$ cat config.mk
export PLATFORM = sky130hd
export DESIGN_NAME = pipe_scoreboard
export DESIGN_NICKNAME = d
export VERILOG_FILES = /design/src/rtl/pipe_scoreboard.sv
export SDC_FILE = /design/constraint.sdc
export NUM_CORES = 1
export LEC_CHECK = 0
export BUFFER_PORTS_ARGS = -buffer_cell sky130_fd_sc_hd__buf_2
export CORE_MARGIN = 2
export CORE_UTILIZATION = 25
export CTS_CLUSTER_SIZE = 14
export DETAILED_ROUTE_END_ITERATION = 8
export PLACE_DENSITY_LB_ADDON = 0.1
export SKIP_CTS_REPAIR_TIMING = 1
export SLEW_MARGIN = 20
export SYNTH_ARGS = -nofsm -noshare
export SYNTH_HDL_FRONTEND = slang
export SYNTH_SLANG_ARGS = --single-unit
$ cat constraint.sdc
create_clock -name clk -period 9.95 [get_ports clk]
set_input_delay 2.4875 -clock clk [delete_from_list [all_inputs] [get_ports clk]]
set_output_delay 2.4875 -clock clk [all_outputs]
set_load 0.03 [all_outputs]
$ cat src/rtl/pipe_scoreboard.sv
// Hazard scoreboard for an in-order pipeline: tracks in-flight destination
// registers, steers operand bypass muxes, raises stall/flush and keeps
// saturating stall/flush statistics.
module pipe_scoreboard #(
    parameter int REG_W      = 5,
    parameter int DEPTH      = 3,
    parameter int BR_STAGE   = 1,
    parameter int FORWARD_EN = 1,
    parameter int CNT_W      = 16,
    localparam int SEL_W     = $clog2(DEPTH + 1)
) (
    input  logic             clk,
    input  logic             rst,
    input  logic             issue_valid,
    input  logic [REG_W-1:0] issue_rs,
    input  logic [REG_W-1:0] issue_rt,
    input  logic             issue_rs_used,
    input  logic             issue_rt_used,
    input  logic             issue_wr_en,
    input  logic [REG_W-1:0] issue_wnum,
    input  logic             issue_is_load,
    input  logic             branch_taken,
    output logic             stall,
    output logic             flush,
    output logic             load_pc,
    output logic             load_if_id,
    output logic [SEL_W-1:0] fwd_rs_sel,
    output logic [SEL_W-1:0] fwd_rt_sel,
    output logic [SEL_W-1:0] inflight,
    output logic [CNT_W-1:0] stall_cnt,
    output logic [CNT_W-1:0] flush_cnt
);

    // Entry 0 is execute, entry DEPTH-1 is write-back.
    logic [DEPTH-1:0] ent_valid;
    logic [DEPTH-1:0] ent_wr_en;
    logic [DEPTH-1:0] ent_is_load;
    logic [REG_W-1:0] ent_wnum [DEPTH];

    logic [DEPTH-1:0] nxt_valid;
    logic [SEL_W-1:0] nxt_count;

    logic [REG_W-1:0] src_num  [2];
    logic [1:0]       src_used;
    logic [1:0]       hit;
    logic [1:0]       hit_ld;
    logic [SEL_W-1:0] hit_k    [2];
    logic [1:0]       load_use;
    logic             stall_raw;

    assign src_num[0]  = issue_rs;
    assign src_num[1]  = issue_rt;
    assign src_used[0] = issue_rs_used;
    assign src_used[1] = issue_rt_used;

    // Youngest-match search per source; scanning oldest to youngest lets the
    // lowest index overwrite older hits. Register 0 never matches.
    always_comb begin
        for (int s = 0; s < 2; s++) begin
            hit[s]    = 1'b0;
            hit_ld[s] = 1'b0;
            hit_k[s]  = '0;
            for (int k = DEPTH - 1; k >= 0; k--) begin
                if (src_used[s] && (src_num[s] != '0) && ent_valid[k] &&
                    ent_wr_en[k] && (ent_wnum[k] == src_num[s])) begin
                    hit[s]    = 1'b1;
                    hit_ld[s] = ent_is_load[k];
                    hit_k[s]  = SEL_W'(k);
                end
            end
            load_use[s] = hit[s] && (hit_k[s] == '0) && hit_ld[s];
        end
    end

    // Hazard, flush and enable decisions; a taken branch overrides any stall.
    always_comb begin
        if (FORWARD_EN != 0)
            stall_raw = issue_valid && (load_use != 2'b00);
        else
            stall_raw = issue_valid && (hit != 2'b00);
        flush      = branch_taken;
        stall      = stall_raw && !branch_taken;
        load_pc    = !stall;
        load_if_id = !stall;
        fwd_rs_sel = '0;
        fwd_rt_sel = '0;
        if ((FORWARD_EN != 0) && issue_valid) begin
            if (hit[0]) fwd_rs_sel = hit_k[0] + SEL_W'(1);
            if (hit[1]) fwd_rt_sel = hit_k[1] + SEL_W'(1);
        end
    end

    // Next valid vector: decode enters entry 0 unless held or squashed; on a
    // flush, instructions younger than the branch are killed as they shift.
    always_comb begin
        nxt_valid[0] = issue_valid && !stall && !flush;
        for (int i = 1; i < DEPTH; i++)
            nxt_valid[i] = ent_valid[i-1] && !(flush && ((i - 1) < BR_STAGE));
        nxt_count = '0;
        for (int i = 0; i < DEPTH; i++)
            nxt_count = nxt_count + SEL_W'(nxt_valid[i]);
    end

    // Scoreboard shift register and the registered occupancy count.
    always_ff @(posedge clk or negedge rst) begin
        if (!rst) begin
            ent_valid   <= '0;
            ent_wr_en   <= '0;
            ent_is_load <= '0;
            for (int i = 0; i < DEPTH; i++) ent_wnum[i] <= '0;
            inflight    <= '0;
        end else begin
            ent_valid      <= nxt_valid;
            ent_wr_en[0]   <= issue_wr_en;
            ent_is_load[0] <= issue_is_load;
            ent_wnum[0]    <= issue_wnum;
            for (int i = 1; i < DEPTH; i++) begin
                ent_wr_en[i]   <= ent_wr_en[i-1];
                ent_is_load[i] <= ent_is_load[i-1];
                ent_wnum[i]    <= ent_wnum[i-1];
            end
            inflight <= nxt_count;
        end
    end

    // Saturating event counters.
    always_ff @(posedge clk or negedge rst) begin
        if (!rst) begin
            stall_cnt <= '0;
            flush_cnt <= '0;
        end else begin
            if (stall && (stall_cnt != '1)) stall_cnt <= stall_cnt + 1'b1;
            if (flush && (flush_cnt != '1)) flush_cnt <= flush_cnt + 1'b1;
        end
    end

endmodule

; Word-level counts from Yosys, hierarchy flattened
; Index checks and enable logic that the tools add are counted.
; Widths: inputs -> output; s select.
[classes]
n_addsub = 6
n_eq_ne = 8
mux = 22
n_reduce_logical = 38
[op_table]
columns = op, count
row1 = $add 16x1->16 const B, 2
row2 = $ne 16x16->1 const B, 2
row3 = $logic_and 1x1->1, 31
row4 = $eq 5x5->1, 6
row5 = $mux 2, 10
row6 = $mux 1, 12
row7 = $reduce_bool 5->1, 2
row8 = $add 2x1->2 const B, 2
row9 = $logic_not 2->1, 2
row10 = $add 1x1->2, 1
row11 = $add 2x1->2, 1
row12 = $logic_not 1->1, 2
row13 = $reduce_bool 2->1, 1
[totals]
reg_bits = 58
input_bits = 23
output_inout_bits = 42
wordCells = 83

; Longest topological paths before layout
[logic_depth]
ltp_word = 19
depth_mapped = 13
depth_no_buf = 12

; Worst setup path before layout
; No wires, ideal clock.
[synth_path]
path_type = input port to output port
start = in issue_rt[1]
end = out load_pc
arrival_ps = 4864
t_required_ps = 7463
setup_slack_ps = 2598
cell_stages = 10
path_buffers = 1
cell_sequence = or4_1 o21ai_2 nor4_1 or3_1 ha_1 o41ai_1 nor2_1 or2_2 nand2_1 buf_4
[synth_via]
elab_chain_cells = 15
word_cells_on_any_way = 30
cone_classes = eq/ne: 3 / mux: 9 / reduce/logical: 18
[synth_lines]
columns = element, line
row1 = start: declaration, 16  ; input logic [REG_W-1:0] issue_rt,
row2 = $reduce_bool 5->1, 64  ; if (src_used[s] && (src_num[s] != '0) && ent_valid[k] &&
row3 = $logic_and 1x1->1 (3 in a row), 64
row4 = $logic_and 1x1->1, 65  ; ent_wr_en[k] && (ent_wnum[k] == src_num[s])) begin
row5 = $mux 2 (3 in a row), 64
row6 = $logic_not 2->1, 71  ; load_use[s] = hit[s] && (hit_k[s] == '0) && hit_ld[s];
row7 = $logic_and 1x1->1, 71
row8 = $logic_and 1x1->1 (*), 71
row9 = $reduce_bool 2->1 (*), 78  ; stall_raw = issue_valid && (load_use != 2'b00);
row10 = $logic_and 1x1->1 (*), 78
row11 = $logic_and 1x1->1 (*), 82  ; stall = stall_raw && !branch_taken;
row12 = $logic_not 1->1 (*), --
row13 = end: declaration, 25  ; output logic load_pc,
; Mark *: on every way between the ends. The rest lies on a longest branch, timed or not.

; Worst setup path in the final report
[layout_path]
start = in issue_rt[1]
end = out stall
[layout_via]
elab_chain_cells = 14
word_cells_on_any_way = 29
cone_classes = eq/ne: 3 / mux: 9 / reduce/logical: 17
[layout_lines]
columns = element, line
row1 = $reduce_bool 5->1, 64
row2 = $logic_and 1x1->1 (3 in a row), 64
row3 = $logic_and 1x1->1, 65
row4 = $mux 2 (3 in a row), 64
row5 = $logic_not 2->1, 71
row6 = $logic_and 1x1->1, 71
row7 = $logic_and 1x1->1 (*), 71
row8 = $reduce_bool 2->1 (*), 78
row9 = $logic_and 1x1->1 (*), 78
row10 = $logic_and 1x1->1 (*), 82
row11 = end: declaration, 23  ; output logic stall,
; Marks and branches as above.

==> summary.md <==
| Metric | Value |
|---|---|
| Status | `complete, no violations` |
| Post-synth top area cell | `dfrtp_1` |
| Mapped cell area | `2833 µm²` |
| Ports | `65` |
| Num CTS Buffers | `9` |
| Synth top area share | `0.5124` |
| Chip width | `110.4 µm` |
| Mean Syn Cell Area | `11.07 µm²` |
| P_int | `0.5119 mW` |
| ANT cells | `0` |
| PwrDens | `196.3 nW/µm²` |
| Share of layout cells above drive strength 1 | `0.2844` |
| Drt total wl | `6.781 mm` |
| Max-Cap Viols | `0` |
| Top cells by count, synth | `58 x dfrtp_1, 51 x xnor2_1, 22 x nand2_1` |
| Fin nets | `357` |
| Crit share post-route | `0.7605` |
| Crit path DAT | `about 5 ns` |
| Syn-to-layout area delta | `28.05%` |
| Die area | `about 12000 µm²` |
| Top cells by area, synth | `dfrtp_1 51%, xnor2_1 16%, nand3_1 3.0%, nand2_1 2.9%, and3_1 2.2%` |
| Routed WL per cell | `14.31 µm` |
| Hold Crit Class | `flip-flop to flip-flop` |
| Max_slew headroom | `0.4904` |
| Final worst slack | `2.383 ns` |
| Final Setup Violations | `0` |
| Row cnt | `38` |
| Number of library cell types mapped by synthesis | `44` |
| Layout Utilization | `0.3317` |
| GRT Util Overall | `0.1160` |
| DR vias/cell | `about 4.5` |
| Clock Tree Root | `clkbuf_16` |
| Most common cell in the synthesized netlist | `dfrtp_1` |
| Global route overflow | `0` |
| CP Capture Type | `primary output` |
| RSZ-0062 raised after global routing | `false` |
| FF+latch count, synth | `58` |
| Drt initial violations | `60` |
| DRC Markers | `0` |
| Synth Area in Compound Gates | `0.07200` |
| Number of synthesized flops with an enable pin | `0` |
| Gate Count Post-Synth | `256` |
| WHS Path Cells | `0` |
| DR pass1 iterations | `4` |
| Core box area | `around 11000 µm²` |
| Largest net degree at the start of global routing | `59` |
| Skew final | `0.006357 ns` |
| Sequential fraction of the synthesis area | `0.5124` |
| Die height | `between 100 and 150 µm` |
| Synth Area in XOR/XNOR | `0.1793` |
| Routability cong. | `approximately 0.77` |
| Lkg Pwr | `1.689 nW` |
| R2R depth | `12` |
| Worst Hold Margin | `0.3738 ns` |
| Place WS | `2.382 ns` |
| Simple-gate share of the synthesized area | `0.1824` |
| P_sw | `0.2001 mW` |
| Clk pin slew, worst setup/hold paths | `0.05 ns` |
| Via count | `2125` |
| Largest family of logic cells by synthesized area | `simple AND/OR/NAND/NOR gates` |
| DPL Wire Length | `4.905 mm` |
| WS Path Type | `input port to primary output` |
| Main synth FF type | `dfrtp_1` |
| Total power | `0.7120 mW` |
| Seq pwr share | `0.390` |
| Worst Path Required | `around 7.5 ns` |
| DP Cell Count | `458` |
| Peak supply drop | `90.83 µV` |
| Clk Latency, worst-skew pair | `0.33 ns` |
| Detail Route Antenna Nets | `0` |
| Post-synthesis adder-cell area fraction | `0.02473` |
| CP startpoint kind | `input port` |
| Antenna violations before repair | `0` |
| Mux share of post-synthesis cell area | `0.01193` |
| Fmax | `132.1 MHz` |
| Final hold vios | `0` |
| Switching share of power | `0.2810` |
| Crit Path Max Fanout | `7` |
| Synthesized Nets | `284` |
| CTS max path bufs | `2` |
| First-pass GRT wire length | `11.08 mm` |
| Final setup TNS | `0 ns` |
| Vias in the first global route | `2143` |
| Finished Layout Cells | `474` |
| Syn. warnings | `0` |
| Worst-Margin Slew | `around 0.76 ns` |
| FFs w/ async S/R, synth | `1.000` |
| Clock power share | `0.469` |
| Clock Sinks | `58` |
| Initial core utilization | `0.2590` |
| H-tree depth | `3` |
| Gate power share | `0.141` |
| DP Area | `3309 µm²` |
| CTS tree | `yes` |
| Final Instance Area | `3627 µm²` |
| Port Buffers | `64` |
| Max-slew violation count | `0` |
| Minimum clock period | `7.567 ns` |
## area by class of cell
| cell class | instances | area, µm² |
|---|---|---|
| repair buffers | 66 | 335.3 |
| inverters | 4 | 15.01 |
| well taps | 140 | 175.2 |
| multi-input cells | 190 | 1333 |
| clock buffers | 9 | 225.2 |
| fillers | 1141 | 7308 |
| clock inverters | 7 | 92.59 |
| flip-flops and latches | 58 | 1451 |
## layer usage
layer	global-route usage	wire length, µm	vias to the layer above
met3	0.02909	287	12
met1	0.1552	3274	1009
met5	0	0	-
met2	0.1689	3071	57
li1	-	-	1047
met4	0.06833	149	0
## sequential cells by signal, summed over array words and instances (netlist names)
signal / flops
flush_cnt: 16
inflight: 2
ent_valid: 3
ent_wnum: 15
ent_is_load: 3
ent_wr_en: 3
stall_cnt: 16
## power by group through the flow
| stage | Sequential, mW | Clock, mW | Combinational, mW |
|---|---|---|---|
| finish | 0.278 | 0.334 | 0.100 |
| global route | 0.282 | 0.356 | 0.110 |
| CTS | 0.278 | 0.344 | 0.103 |
| detailed placement | 0.282 | 0 | 0.102 |
| global placement | 0.282 | 0 | 0.102 |
| floorplan | 0.307 | 0 | 0.0374 |
## final timing paths
kind | startpoint | to | slack (ns)
worst max-delay path | issue_rt[1] | stall | 2.38
worst min-delay path | ent_is_load[0]$_DFF_PN0_ | ent_is_load[1]$_DFF_PN0_ | 0.37
worst max register to register | ent_wnum[11]$_DFF_PN0_ | stall_cnt[1]$_DFFE_PN0P_ | 6.69
worst min register to register | ent_is_load[0]$_DFF_PN0_ | ent_is_load[1]$_DFF_PN0_ | 0.37
max in group asynchronous | rst | ent_wnum[10]$_DFF_PN0_ | 7.13
min in group asynchronous | rst | stall_cnt[10]$_DFFE_PN0P_ | 2.31
## kinds of logic (layout without fill, tap and decap cells)
group	after synthesis	after routing
AND/OR/NAND/NOR	98	98
XOR/XNOR	58	58
flip-flops	58	58
AO/OA/AOI/OAI	26	26
buffers and inverters	8	86
adder cells (fa/ha/maj)	5	5
multiplexers	3	3
## layout by cell type, fill, tap and decap left out, types with 3 or more instances in the layout
cell and count:
or4_1 3, buf_2 64, clkbuf_16 9, nor4_1 3, and3_1 10, inv_1 4
o211ai_1 4, o21ai_0 5, nor2_1 15, clkinv_2 3, nand2_1 22, nand3_1 17
dfrtp_1 58, nand4_1 7, mux2_2 3, xnor2_1 51, ha_1 4, nor2b_1 3
nor3_1 3, xor2_1 7
## critical path: stages
cell	delay (ns)
buf_2	0.13
or4_1	0.54
o21ai_2	0.26
nor3_1	0.14
or3_1	0.39
ha_1	0.19
o41ai_1	0.09
nor2_1	0.16
or2_2	0.36
and2_1	0.16
buf_2	0.17
(Power assumes the default switching activity.)
